## src/rtl/regset_pkg.sv

```systemverilog
// Shared types and helpers for the regset_bram register file.
// Holds the CLEAR/RUN state encoding and the even-parity helper used on write and read.
package regset_pkg;

  typedef enum logic [0:0] {
    CLEAR = 1'b0,
    RUN   = 1'b1
  } state_e;

  // Parity helper takes a fixed-width vector; callers zero-extend, which leaves XOR unchanged.
  localparam int PAR_MAXW = 1040;

  function automatic logic even_parity(input logic [PAR_MAXW-1:0] v);
    return ^v;
  endfunction

endpackage

```

## src/rtl/regset_ram.sv

```systemverilog
// Storage for regset_bram: one write port, two synchronous read ports.
// Latency: 1 cycle, read-old on same-address collision. No backpressure; no reset.
module regset_ram #(
  parameter int W     = 33,
  parameter int DEPTH = 64,
  parameter int AW    = $clog2(DEPTH)
) (
  input  logic          clk,
  input  logic          we,
  input  logic [AW-1:0] wa,
  input  logic [W-1:0]  wd,
  input  logic [AW-1:0] ra1,
  input  logic [AW-1:0] ra2,
  output logic [W-1:0]  q1,
  output logic [W-1:0]  q2
);

  // One copy per read port so each maps onto a simple dual-port block RAM.
  logic [W-1:0] mem1 [DEPTH];
  logic [W-1:0] mem2 [DEPTH];

  always_ff @(posedge clk) begin
    if (we) mem1[wa] <= wd;
    q1 <= mem1[ra1];
  end

  always_ff @(posedge clk) begin
    if (we) mem2[wa] <= wd;
    q2 <= mem2[ra2];
  end

endmodule

```

## src/rtl/regset_bram.sv

```systemverilog
// Two-read/one-write register file that self-clears on reset; address 0 reads as zero.
// Latency: 1 cycle read, optional write-first bypass. No backpressure; ready=0 while clearing.
// Optional parity storage and checking is enabled by REGSET_PARITY_EN.
module regset_bram
  import regset_pkg::*;
#(
  parameter int WIDTH  = 32,
  parameter int DEPTH  = 64,
  parameter int BYPASS = 1,
  localparam int AW    = $clog2(DEPTH)
) (
  input  logic             clk,
  input  logic             rstn,
  output logic             ready,
  input  logic             we,
  input  logic [AW-1:0]    wa,
  input  logic [WIDTH-1:0] wd,
  input  logic             wg,
  input  logic [AW-1:0]    ra1,
  input  logic [AW-1:0]    ra2,
  output logic [WIDTH-1:0] rd1,
  output logic [WIDTH-1:0] rd2,
  output logic             rg1,
  output logic             rg2
`ifdef REGSET_PARITY_EN
  ,
  output logic             perr
`endif
);

  // Entry layout: data in [WIDTH-1:0], grubby tag at [WIDTH], parity (if present) above it.
`ifdef REGSET_PARITY_EN
  localparam int EW = WIDTH + 2;
`else
  localparam int EW = WIDTH + 1;
`endif

  state_e        state;
  logic [AW-1:0] cnt;

  always_ff @(posedge clk or negedge rstn) begin
    if (!rstn) begin
      state <= CLEAR;
      cnt   <= '0;
    end else if (state == CLEAR) begin
      cnt <= cnt + 1'b1;
      if (cnt == AW'(DEPTH - 1)) state <= RUN;
    end
  end

  assign ready = (state == RUN);

  logic          mem_we;
  logic [AW-1:0] mem_wa;
  logic [EW-1:0] mem_wd;
  logic [EW-1:0] q1, q2;

  // An all-zero entry already carries correct even parity, so the clear pattern is just '0.
  always_comb begin
    mem_we = 1'b0;
    mem_wa = cnt;
    mem_wd = '0;
    if (state == CLEAR) begin
      mem_we = 1'b1;
    end else if (we && (wa != '0)) begin
      mem_we = 1'b1;
      mem_wa = wa;
`ifdef REGSET_PARITY_EN
      mem_wd = {even_parity(PAR_MAXW'({wg, wd})), wg, wd};
`else
      mem_wd = {wg, wd};
`endif
    end
  end

  regset_ram #(
    .W     (EW),
    .DEPTH (DEPTH),
    .AW    (AW)
  ) u_ram (
    .clk (clk),
    .we  (mem_we),
    .wa  (mem_wa),
    .wd  (mem_wd),
    .ra1 (ra1),
    .ra2 (ra2),
    .q1  (q1),
    .q2  (q2)
  );

  // Masking and forwarding decisions are registered alongside the RAM read so the
  // outputs stay at 1-cycle latency and can be forced to zero by the async reset.
  logic             zero1_q, zero2_q;
  logic             byp1_q, byp2_q;
  logic [WIDTH-1:0] fwd_d_q;
  logic             fwd_g_q;
  logic             wr_run;

  assign wr_run = (BYPASS != 0) && (state == RUN) && we;

  always_ff @(posedge clk or negedge rstn) begin
    if (!rstn) begin
      zero1_q <= 1'b1;
      zero2_q <= 1'b1;
      byp1_q  <= 1'b0;
      byp2_q  <= 1'b0;
      fwd_d_q <= '0;
      fwd_g_q <= 1'b0;
    end else begin
      zero1_q <= (state != RUN) || (ra1 == '0);
      zero2_q <= (state != RUN) || (ra2 == '0);
      byp1_q  <= wr_run && (wa == ra1);
      byp2_q  <= wr_run && (wa == ra2);
      fwd_d_q <= wd;
      fwd_g_q <= wg;
    end
  end

  always_comb begin
    rd1 = q1[WIDTH-1:0];
    rg1 = q1[WIDTH];
    rd2 = q2[WIDTH-1:0];
    rg2 = q2[WIDTH];
    if (byp1_q) begin
      rd1 = fwd_d_q;
      rg1 = fwd_g_q;
    end
    if (byp2_q) begin
      rd2 = fwd_d_q;
      rg2 = fwd_g_q;
    end
    if (zero1_q) begin
      rd1 = '0;
      rg1 = 1'b0;
    end
    if (zero2_q) begin
      rd2 = '0;
      rg2 = 1'b0;
    end
  end

`ifdef REGSET_PARITY_EN
  // A healthy stored entry XORs to zero across data, tag and parity bit.
  logic bad1, bad2;
  assign bad1 = !zero1_q && !byp1_q && even_parity(PAR_MAXW'(q1));
  assign bad2 = !zero2_q && !byp2_q && even_parity(PAR_MAXW'(q2));
  assign perr = bad1 || bad2;
`endif

endmodule

```

## config.mk

```make
export PLATFORM = sky130hd
export DESIGN_NAME = regset_bram
export DESIGN_NICKNAME = d
export VERILOG_FILES = /design/src/rtl/regset_pkg.sv /design/src/rtl/regset_ram.sv /design/src/rtl/regset_bram.sv
export SDC_FILE = /design/constraint.sdc
export NUM_CORES = 2
export LEC_CHECK = 0
export BUFFER_PORTS_ARGS = -buffer_cell sky130_fd_sc_hd__buf_2
export CAP_MARGIN = 20
export CORE_UTILIZATION = 55
export CTS_CLUSTER_SIZE = 12
export DETAILED_ROUTE_END_ITERATION = 8
export GPL_TIMING_DRIVEN = 0
export PLACE_DENSITY = 0.71
export SYNTH_ARGS = -nofsm -noshare
export SYNTH_HDL_FRONTEND = slang
export SYNTH_MEMORY_MAX_BITS = 65536
export SYNTH_SLANG_ARGS = --single-unit
```

## constraint.sdc

```tcl
create_clock -name clk -period 4.1 [get_ports clk]
set_input_delay 0 -clock clk [delete_from_list [all_inputs] [get_ports clk]]
set_output_delay 0 -clock clk [all_outputs]
set_load 0.05 [all_outputs]
```

==> run metrics <==
DRT iter0 DRCs=14,100; Detail Placement HPWL=295 mm; CTS sink count=2,222; hold buffer count at cts=77; vias=65,400; Buffers on Ports=107; Main synth FF type=edfxtp_1; final net count=5,502; critical path's most frequent cell=clkbuf_1; H-tree level count=4; Req. time, crit path=4660 ps; Root Driver=clkbuf_16; Hold WS=32.1 ps; Post-Syn Nets=4,869; Slowest cell on crit path=nor2_4; FFs w/ async S/R, synth=0.0198; post-CTS sizing=0; WP buf/inv=3; critical-path maximum fanout=19; largest net degree at the start of global routing=62; failing checks=negative setup slack; Fin. Hold Viols=0; max_cap viols=0; fin crit share=1.00; status=finished with violations; GP Congestion=1.04; Worst Hold Class=in2reg; die area=186,000 um2; first-pass GRT wire length=554 mm; Slew @ Worst Pin=1310 ps; Critical Path Sink Type=flop; CP Cell Sequence=clkbuf_1 > and2_1 > o21a_1 > clkbuf_1 > mux2i_1 > nand2_1 > nor2_4 > buf_12; critical path type=reg2reg; Post-Syn Area=102,000 um2; Static Leak=31.3 nW; slew margin rel.=0.102; initial antenna violation count=47; Longest Clk Path Bufs=3; final core utilization=0.642; Site Rows=157; Final min period=4110 ps; later-pin clock latency in the skew report=910 ps; RSZ-0062 raised after global routing=no; Tot GR Track Use=0.461; CP delay by family, top=simple AND/OR/NAND/NOR gates; crit path DAT=4680 ps; crit start category=flop; EDFF count, synth=2,112; post-synth cell types=52; Initial Utilization=0.554; fmax=243 MHz; Synth warnings=0; drt first pass iters=7; worst vdd ir=0.432 mV; CTS tree=done; post-DR vias/cell=8.06; Post-CTS Setup Inserts=0; ANT nets after route=0; vias in the first global route=60,900; CP peak stage delay=1000 ps; chip width=432 um; DRC violations left=0; clk_skew=35.3 ps; register bit total from synthesis=2,222; mean area per synthesized cell=21.1 um2; share of cells above drive strength 1=0.388; area delta synth->final=15.7%; Die Ht=432 um; Core Box Area=183,000 um2; DRT Wirelength=427 mm; clock buffer count from CTS=224; PD cells=400 nW/um2; wire length per cell=52.6 um; Clk pin slew, worst setup/hold paths=60 ps; # IOs=121; commonest non-fill, non-tap cells in the layout=edfxtp_1 (2,112), mux4_2 (1,161), mux2i_1 (354); synthesized instance count=4,814; Final Slew Violations=0; Final setup viols=13; Seq/Total Area, Yosys=0.648; gr ovfl total=0; final worst slack=-13.7 ps; commonest non-fill, non-tap cell in the layout=edfxtp_1
-- synth_stat cells, types with 4 or more instances --
cell type | number | area [um2]
edfxtp_1 | 2112 | 63400
mux4_2 | 1161 | 26100
mux2i_1 | 354 | 3540
nor2_1 | 226 | 848
clkbuf_1 | 126 | 473
buf_2 | 119 | 596
o22ai_1 | 100 | 626
buf_4 | 69 | 518
dfxtp_1 | 66 | 1320
mux2_2 | 48 | 541
nand2_1 | 43 | 161
dfrtp_1 | 42 | 1050
buf_1 | 38 | 143
and2_1 | 37 | 231
o21ai_0 | 33 | 165
nor3_1 | 30 | 150
a2111oi_0 | 23 | 201
a211oi_1 | 18 | 135
buf_6 | 18 | 203
nand2b_1 | 13 | 81.3
nor2b_1 | 13 | 81.3
o211ai_1 | 13 | 97.6
a221oi_1 | 10 | 87.6
xnor2_1 | 10 | 87.6
a21oi_1 | 8 | 40.0
o221ai_1 | 8 | 70.1
o21a_1 | 7 | 52.6
or2_2 | 7 | 43.8
xor2_1 | 7 | 61.3
nand3_1 | 6 | 30.0
a211o_1 | 5 | 43.8
a22oi_1 | 5 | 37.5
nand3b_1 | 5 | 37.5
o31ai_1 | 5 | 37.5
a311oi_1 | 4 | 35.0
nor4_1 | 4 | 25.0
-- sequential cells by signal (all words and copies together), names as in the netlist --
signal and count:
fwd_g_q 1, u_ram.mem2 2079, cnt 6, u_ram.mem1 33, zero2_q 1, fwd_d_q 32, ready 1, u_ram.q2 33
byp2_q 1, zero1_q 1, byp1_q 1, u_ram.q1 33
-- worst paths after layout --
path | from | to | slack (ps) | cells after the start
max | ready | u_ram.mem2[16][7] | -10 | 8
min | wa[1] | u_ram.mem2[6][27] | 30 | 4
max reg2reg | ready | u_ram.mem2[16][7] | -10 | 8
min reg2reg | cnt[2] | cnt[2] | 550 | 1
max in group asynchronous | rstn | fwd_d_q[5] | 2980 | 5
min in group asynchronous | rstn | fwd_d_q[21] | 220 | 4
-- worst min-delay path: stages --
cell and delay (ps):
clkbuf_1 180, nand3b_1 150, o21a_1 240, nor2_4 160
-- stage by stage --
stage               area [um2]  power [W]  setup WS (ps)  TNS [ps]  cells
finish                  118000     0.0470          -13.7     -76.0   8118
global route            118000     0.0475          0.401         0   8088
CTS                     117000     0.0466            185         0   8060
detailed placement      110000     0.0277           -388     -1130   7589
global placement        105000     0.0276          -2940  -5642400   7385
floorplan               102000     0.0263            314         0   4814
-- logic make-up after synthesis --
logic type	share of synthesized area
compound gates	0.0166
xor+xnor	0.00147
fa+ha+maj	0.000123
buf+inv	0.0191
flops	0.648
mux	0.298
simple gates	0.0172
-- where the power goes --
part / switching [W] / total, W / internal (W)
registers: 0.0000243 / 0.0245 / 0.0245
clock network: 0.00890 / 0.0195 / 0.0106
logic: 0.00212 / 0.00300 / 0.000879
total: 0.0110 / 0.0470 / 0.0360
-- routing by layer --
| metal | track usage | vias up | share of wire |
|---|---|---|---|
| met3 | 0.243 | 1872 | 0.19 |
| met1 | 0.550 | 33700 | 0.30 |
| met4 | 0.357 | 48 | 0.099 |
| li1 | - | 22300 | - |
| met5 | 0.00833 | - | 0.0014 |
| met2 | 0.627 | 7458 | 0.41 |
-- area by class of cell --
class	instances	area [um2]
Buffer	370	1970
Timing Repair Buffer	407	5470
Clock inverter	76	499
Antenna cell	39	97.6
Sequential cell	2222	65800
Clock buffer	318	6220
Multi-Input combinational cell	2220	34400
Tap cell	2464	3080
Fill cell	12100	65700
Inverter	2	7.51
(Power assumes the default switching activity.)
